File: src/rtl/output_line_buffer.sv
// output_line_buffer
//   FIFO of DEPTH full-width words (IN_W bits) written from the frame-decode
//   side and read out as RATIO = IN_W/OUT_W narrower slices, LSB slice first,
//   over a valid/ready stream toward the output formatter.
//
// Optional feature: define OLB_FLUSH_EN to add the i_flush port, a
//   synchronous discard of all buffered words (memory contents are kept).
//
// Ports
//   i_clk      sole clock, rising edge
//   i_reset_n  asynchronous active-low reset (clears pointers, count, memory)
//   i_flush    synchronous discard (OLB_FLUSH_EN only)
//   i_wdata    write word
//   i_wvalid   write request; accepted when o_wready is high
//   o_wready   buffer can accept a word (not full)
//   o_rdata    current head slice, zero when nothing is stored
//   o_rvalid   o_rdata holds valid data
//   i_rready   consumer accepts the current slice
//   o_count    words stored, including a partially read head word
//   o_full     o_count == DEPTH
//   o_empty    o_count == 0
module output_line_buffer #(
  parameter int IN_W  = 64,
  parameter int OUT_W = 32,
  parameter int DEPTH = 5
) (
  input  logic                       i_clk,
  input  logic                       i_reset_n,
`ifdef OLB_FLUSH_EN
  input  logic                       i_flush,
`endif
  input  logic [IN_W-1:0]            i_wdata,
  input  logic                       i_wvalid,
  output logic                       o_wready,
  output logic [OUT_W-1:0]           o_rdata,
  output logic                       o_rvalid,
  input  logic                       i_rready,
  output logic [$clog2(DEPTH+1)-1:0] o_count,
  output logic                       o_full,
  output logic                       o_empty
);

  localparam int RATIO = IN_W / OUT_W;
  localparam int SL_W  = (RATIO > 1) ? $clog2(RATIO) : 1;
  localparam int PTR_W = $clog2(DEPTH);
  localparam int CNT_W = $clog2(DEPTH + 1);

  logic [IN_W-1:0]  mem_q [DEPTH];
  logic [IN_W-1:0]  mem_d [DEPTH];
  logic [PTR_W-1:0] wr_ptr_q, wr_ptr_d;
  logic [PTR_W-1:0] rd_ptr_q, rd_ptr_d;
  logic [SL_W-1:0]  sl_q, sl_d;
  logic [CNT_W-1:0] count_q, count_d;

  logic full, empty, flush;
  logic wr_acc, rd_xfer, last_sl, word_done;

  assign full      = (count_q == CNT_W'(DEPTH));
  assign empty     = (count_q == '0);
  assign wr_acc    = i_wvalid && !full;
  assign rd_xfer   = !empty && i_rready;
  assign last_sl   = (sl_q == SL_W'(RATIO - 1));
  assign word_done = rd_xfer && last_sl;

`ifdef OLB_FLUSH_EN
  assign flush = i_flush;
`else
  assign flush = 1'b0;
`endif

  // Outputs depend only on registered state, never on i_wvalid/i_rready.
  assign o_wready = !full;
  assign o_rvalid = !empty;
  assign o_full   = full;
  assign o_empty  = empty;
  assign o_count  = count_q;
  assign o_rdata  = empty ? '0 : mem_q[rd_ptr_q][int'(sl_q)*OUT_W +: OUT_W];

  always_comb begin
    mem_d    = mem_q;
    wr_ptr_d = wr_ptr_q;
    rd_ptr_d = rd_ptr_q;
    sl_d     = sl_q;
    count_d  = count_q;
    if (flush) begin
      // Flush wins over any concurrent write or slice transfer.
      wr_ptr_d = '0;
      rd_ptr_d = '0;
      sl_d     = '0;
      count_d  = '0;
    end else begin
      if (wr_acc) begin
        mem_d[wr_ptr_q] = i_wdata;
        wr_ptr_d = (wr_ptr_q == PTR_W'(DEPTH - 1)) ? '0 : wr_ptr_q + 1'b1;
      end
      if (rd_xfer) begin
        if (last_sl) begin
          sl_d     = '0;
          rd_ptr_d = (rd_ptr_q == PTR_W'(DEPTH - 1)) ? '0 : rd_ptr_q + 1'b1;
        end else begin
          sl_d = sl_q + 1'b1;
        end
      end
      case ({wr_acc, word_done})
        2'b10:   count_d = count_q + 1'b1;
        2'b01:   count_d = count_q - 1'b1;
        default: count_d = count_q;
      endcase
    end
  end

  always_ff @(posedge i_clk or negedge i_reset_n) begin
    if (!i_reset_n) begin
      for (int i = 0; i < DEPTH; i++) mem_q[i] <= '0;
      wr_ptr_q <= '0;
      rd_ptr_q <= '0;
      sl_q     <= '0;
      count_q  <= '0;
    end else begin
      mem_q    <= mem_d;
      wr_ptr_q <= wr_ptr_d;
      rd_ptr_q <= rd_ptr_d;
      sl_q     <= sl_d;
      count_q  <= count_d;
    end
  end

endmodule

File: config.mk
export PLATFORM = sky130hd
export DESIGN_NAME = output_line_buffer
export DESIGN_NICKNAME = d
export VERILOG_FILES = /design/src/rtl/output_line_buffer.sv
export SDC_FILE = /design/constraint.sdc
export NUM_CORES = 1
export LEC_CHECK = 0
export ABC_AREA = 0
export CAP_MARGIN = 10
export CORE_ASPECT_RATIO = 0.7
export CORE_UTILIZATION = 60
export CTS_CLUSTER_DIAMETER = 30
export DETAILED_ROUTE_END_ITERATION = 8
export PLACE_DENSITY = 0.77
export REMOVE_ABC_BUFFERS = 1
export SYNTH_ARGS = -nofsm -noshare
export SYNTH_HDL_FRONTEND = slang
export SYNTH_SLANG_ARGS = --single-unit
File: constraint.sdc
create_clock -name i_clk -period 3.07 [get_ports i_clk]
set_input_delay 0.921 -clock i_clk [delete_from_list [all_inputs] [get_ports i_clk]]
set_output_delay 0.921 -clock i_clk [all_outputs]
set_load 0.01 [all_outputs]
==> run metrics <==
Final Util=75.64%; crit path DAT=2.27 ns; initial cell density of the core=61.01%; total track usage=29.32%; first-pass GRT wire length=61820 µm; measured slew at the worst slew-check pin=0.6394 ns; TNS Setup=-1.782 ns; clock transition at the registers of the reported paths=0.06 ns; pre-CTS setup slack=0.04749 ns; Slew Viols, Final=0; Starting DRT DRC Count=458; crit path cell chain=buf_6 > buf_12 > buf_16 > mux2i_2 > o22ai_4 > nor2_2 > o22ai_2 > buf_2; Mapped Cells=1066; routed len/inst=24.21 µm; switching fraction of total power=33.68%; Routed WL=39530 µm; largest cells by area after synthesis=dfrtp_1 51%, mux2_4 22%, mux2i_1 6.0%, mux2_2 5.5%, mux4_2 4.4%; Clk network pwr share=22.7%; Highest Clock Rate=313.0 MHz; clock tree sinks=330; I/O Buffers=106; die area=27840 µm²; Clock Tree Buf Depth=3; failing checks=negative setup slack; cell count of the worst reg-to-reg path=9; Hold Path Class=input port to asynchronous set/reset pin; slowest cell on the critical path=dfrtp_4; Psw=8701 µW; layout cells sized above 1=48.50%; Root Driver=clkbuf_16; hpwl dp=21050 µm; RSZ-0062 raised after global routing=yes; Post-Route Skew=0.01601 ns; Gate power share=46.4%; CTS hold repair buffers=0; vias=9581; status=finished, violations left; Row Count=50; Core ar.=26710 µm²; Die W=199.0 µm; mean post-synth cell area=15.29 µm²; Pwr per Cell Area=1278 nW/µm²; H-tree levels=2; Flop pwr share=30.9%; drt pass-1 iters=5; Final Cycle Share=104.1%; Power Internal=17130 µW; routability cong.=0.7536; grt total ovfl=0; Final setup viols=30; DRC errors left=0; Area Growth Syn to Fin=23.97%; P_leak=0.009785 µW; maximum VDD drop=0.5824 mV; post-synth top area cell=dfrtp_1; CTS buffer count=51; post-route antenna net violation count=0; Setup CP Type=flip-flop to output port; CTS tree=yes; YS warnings=0; max cap viols=0; critical-path maximum fanout=5; initial antenna violation count=2; Slew HR=57.37%; sequential share of the synthesized area=50.67%; vias in the first global route=10400; FF+latch count, synth=330; Hold Fails Final Rpt=0; CP required=2.15 ns; crit path launch type=flip-flop; Cell Area, Synth=16300 µm²; max incr delay on CP=0.51 ns; Final WS setup=-0.1247 ns; final net count=1301; die height=139.9 µm; Netlist cell types=29; Tmin final=3.195 ns; Via density=5.867; clock latency on the worst-skew pair=0.57 ns; Worst Setup End Kind=output port; io pins=107; share of the synthesized area in the top cell type=50.67%; largest net degree at the start of global routing=73
-- power by group through the flow --
stage	Clock [µW]	Combinational (µW)	Sequential, µW
5_1_grt	6140	12700	8200
3_5_place_dp	0	10700	7860
2_1_floorplan	0	7310	7810
3_3_place_gp	0	10500	7770
6_report	5860	12000	7970
4_1_cts	5930	11500	7900
-- cell families after synthesis --
| group | share of synthesized area [%] |
|---|---|
| compound gates | 2.733 |
| buf+inv | 5.435 |
| xor+xnor | 0.2150 |
| flops | 50.67 |
| mux | 38.02 |
| fa+ha+maj | 0.5067 |
| simple gates | 2.426 |
-- state kept, by name, indices dropped and copies added (netlist names) --
register,flops
wr_ptr_q,3
last_sl,1
mem_q,320
o_count,3
rd_ptr_q,3
-- critical path, delay by kind of cell, from the launching register on --
kind / cells / cell delay, ns
and+or+nand+nor: 1 / 0.07
muxes: 1 / 0.17
buffers and inverters: 4 / 0.61
DFF: 1 / 0.51
AOI/OAI and AO/OA: 2 / 0.36
-- Yosys cell counts, drive strengths merged --
master	number
a21oi	1
nand2b	2
dfrtp	330
nand4	1
o22ai	64
and2	1
nor2	67
clkbuf	20
mux2	320
xnor2	2
inv	43
nand3	3
mux2i	97
or2	1
nand3b	1
or3	2
fa	1
o21ai	8
or4	4
xor2	2
mux4	32
buf	52
ha	5
nand2	7
-- timing repair --
item / in CTS / in global routing
setup endpoints to repair: 32 / 32
buffers inserted: 21 / 1
gates cloned: 11 / 3
resized for setup: 182 / 36
pin swaps: 23 / 26
-- worst paths after layout --
check / from / to / slack, ns
worst max-delay path: rd_ptr_q[0] / o_rdata[28] / -0.12
worst min-delay path: i_reset_n / mem_q[141] / 0.33
worst max register to register: last_sl / o_count[2] / 0.79
worst min register to register: mem_q[20] / mem_q[20] / 0.50
max in group asynchronous: i_reset_n / mem_q[314] / 1.93
min in group i_clk: mem_q[20] / mem_q[20] / 0.50
-- cell usage in the layout, fill, tap and decap left out, types with 22 or more instances in the layout --
cell type	instances
mux2_4	240
buf_12	26
mux4_2	32
dfrtp_1	328
clkdlybuf4s50_1	73
buf_4	22
buf_2	32
o22ai_2	28
mux2_2	80
inv_1	33
o22ai_1	32
mux2i_1	90
clkbuf_16	54
nor2_1	63
-- per-stage QoR --
stage	instances	hold slack, ns	area (µm²)	power, µW
after floorplan	994	0.4740	15580	15120
after global placement	1503	0.4828	17690	18230
after detailed placement	1503	0.4904	17690	18550
after CTS	1629	0.3518	19990	25380
after global routing	1632	0.3644	20200	27000
final	1633	0.3347	20210	25830
-- layer usage --
metal | part of all wire, % | vias to the layer above | wire length (µm) | track usage, %
met5 | 0.025 | - | 10 | 0
met4 | 1.7 | 2 | 675 | 7.166
met3 | 4.8 | 62 | 1915 | 5.683
met2 | 48 | 225 | 18840 | 46.17
met1 | 46 | 5100 | 18090 | 42.14
li1 | - | 4192 | - | -
-- layout make-up --
class,instances,area [µm²]
antenna,1,2.502
clock buffer,61,1374
clock inverter,33,384.1
fill,1625,6507
inverter,43,163.9
multi-input combinational,621,7443
sequential,330,8265
tap,364,455.4
timing repair buffer,180,2117
Power figures use the tool's default switching activity.
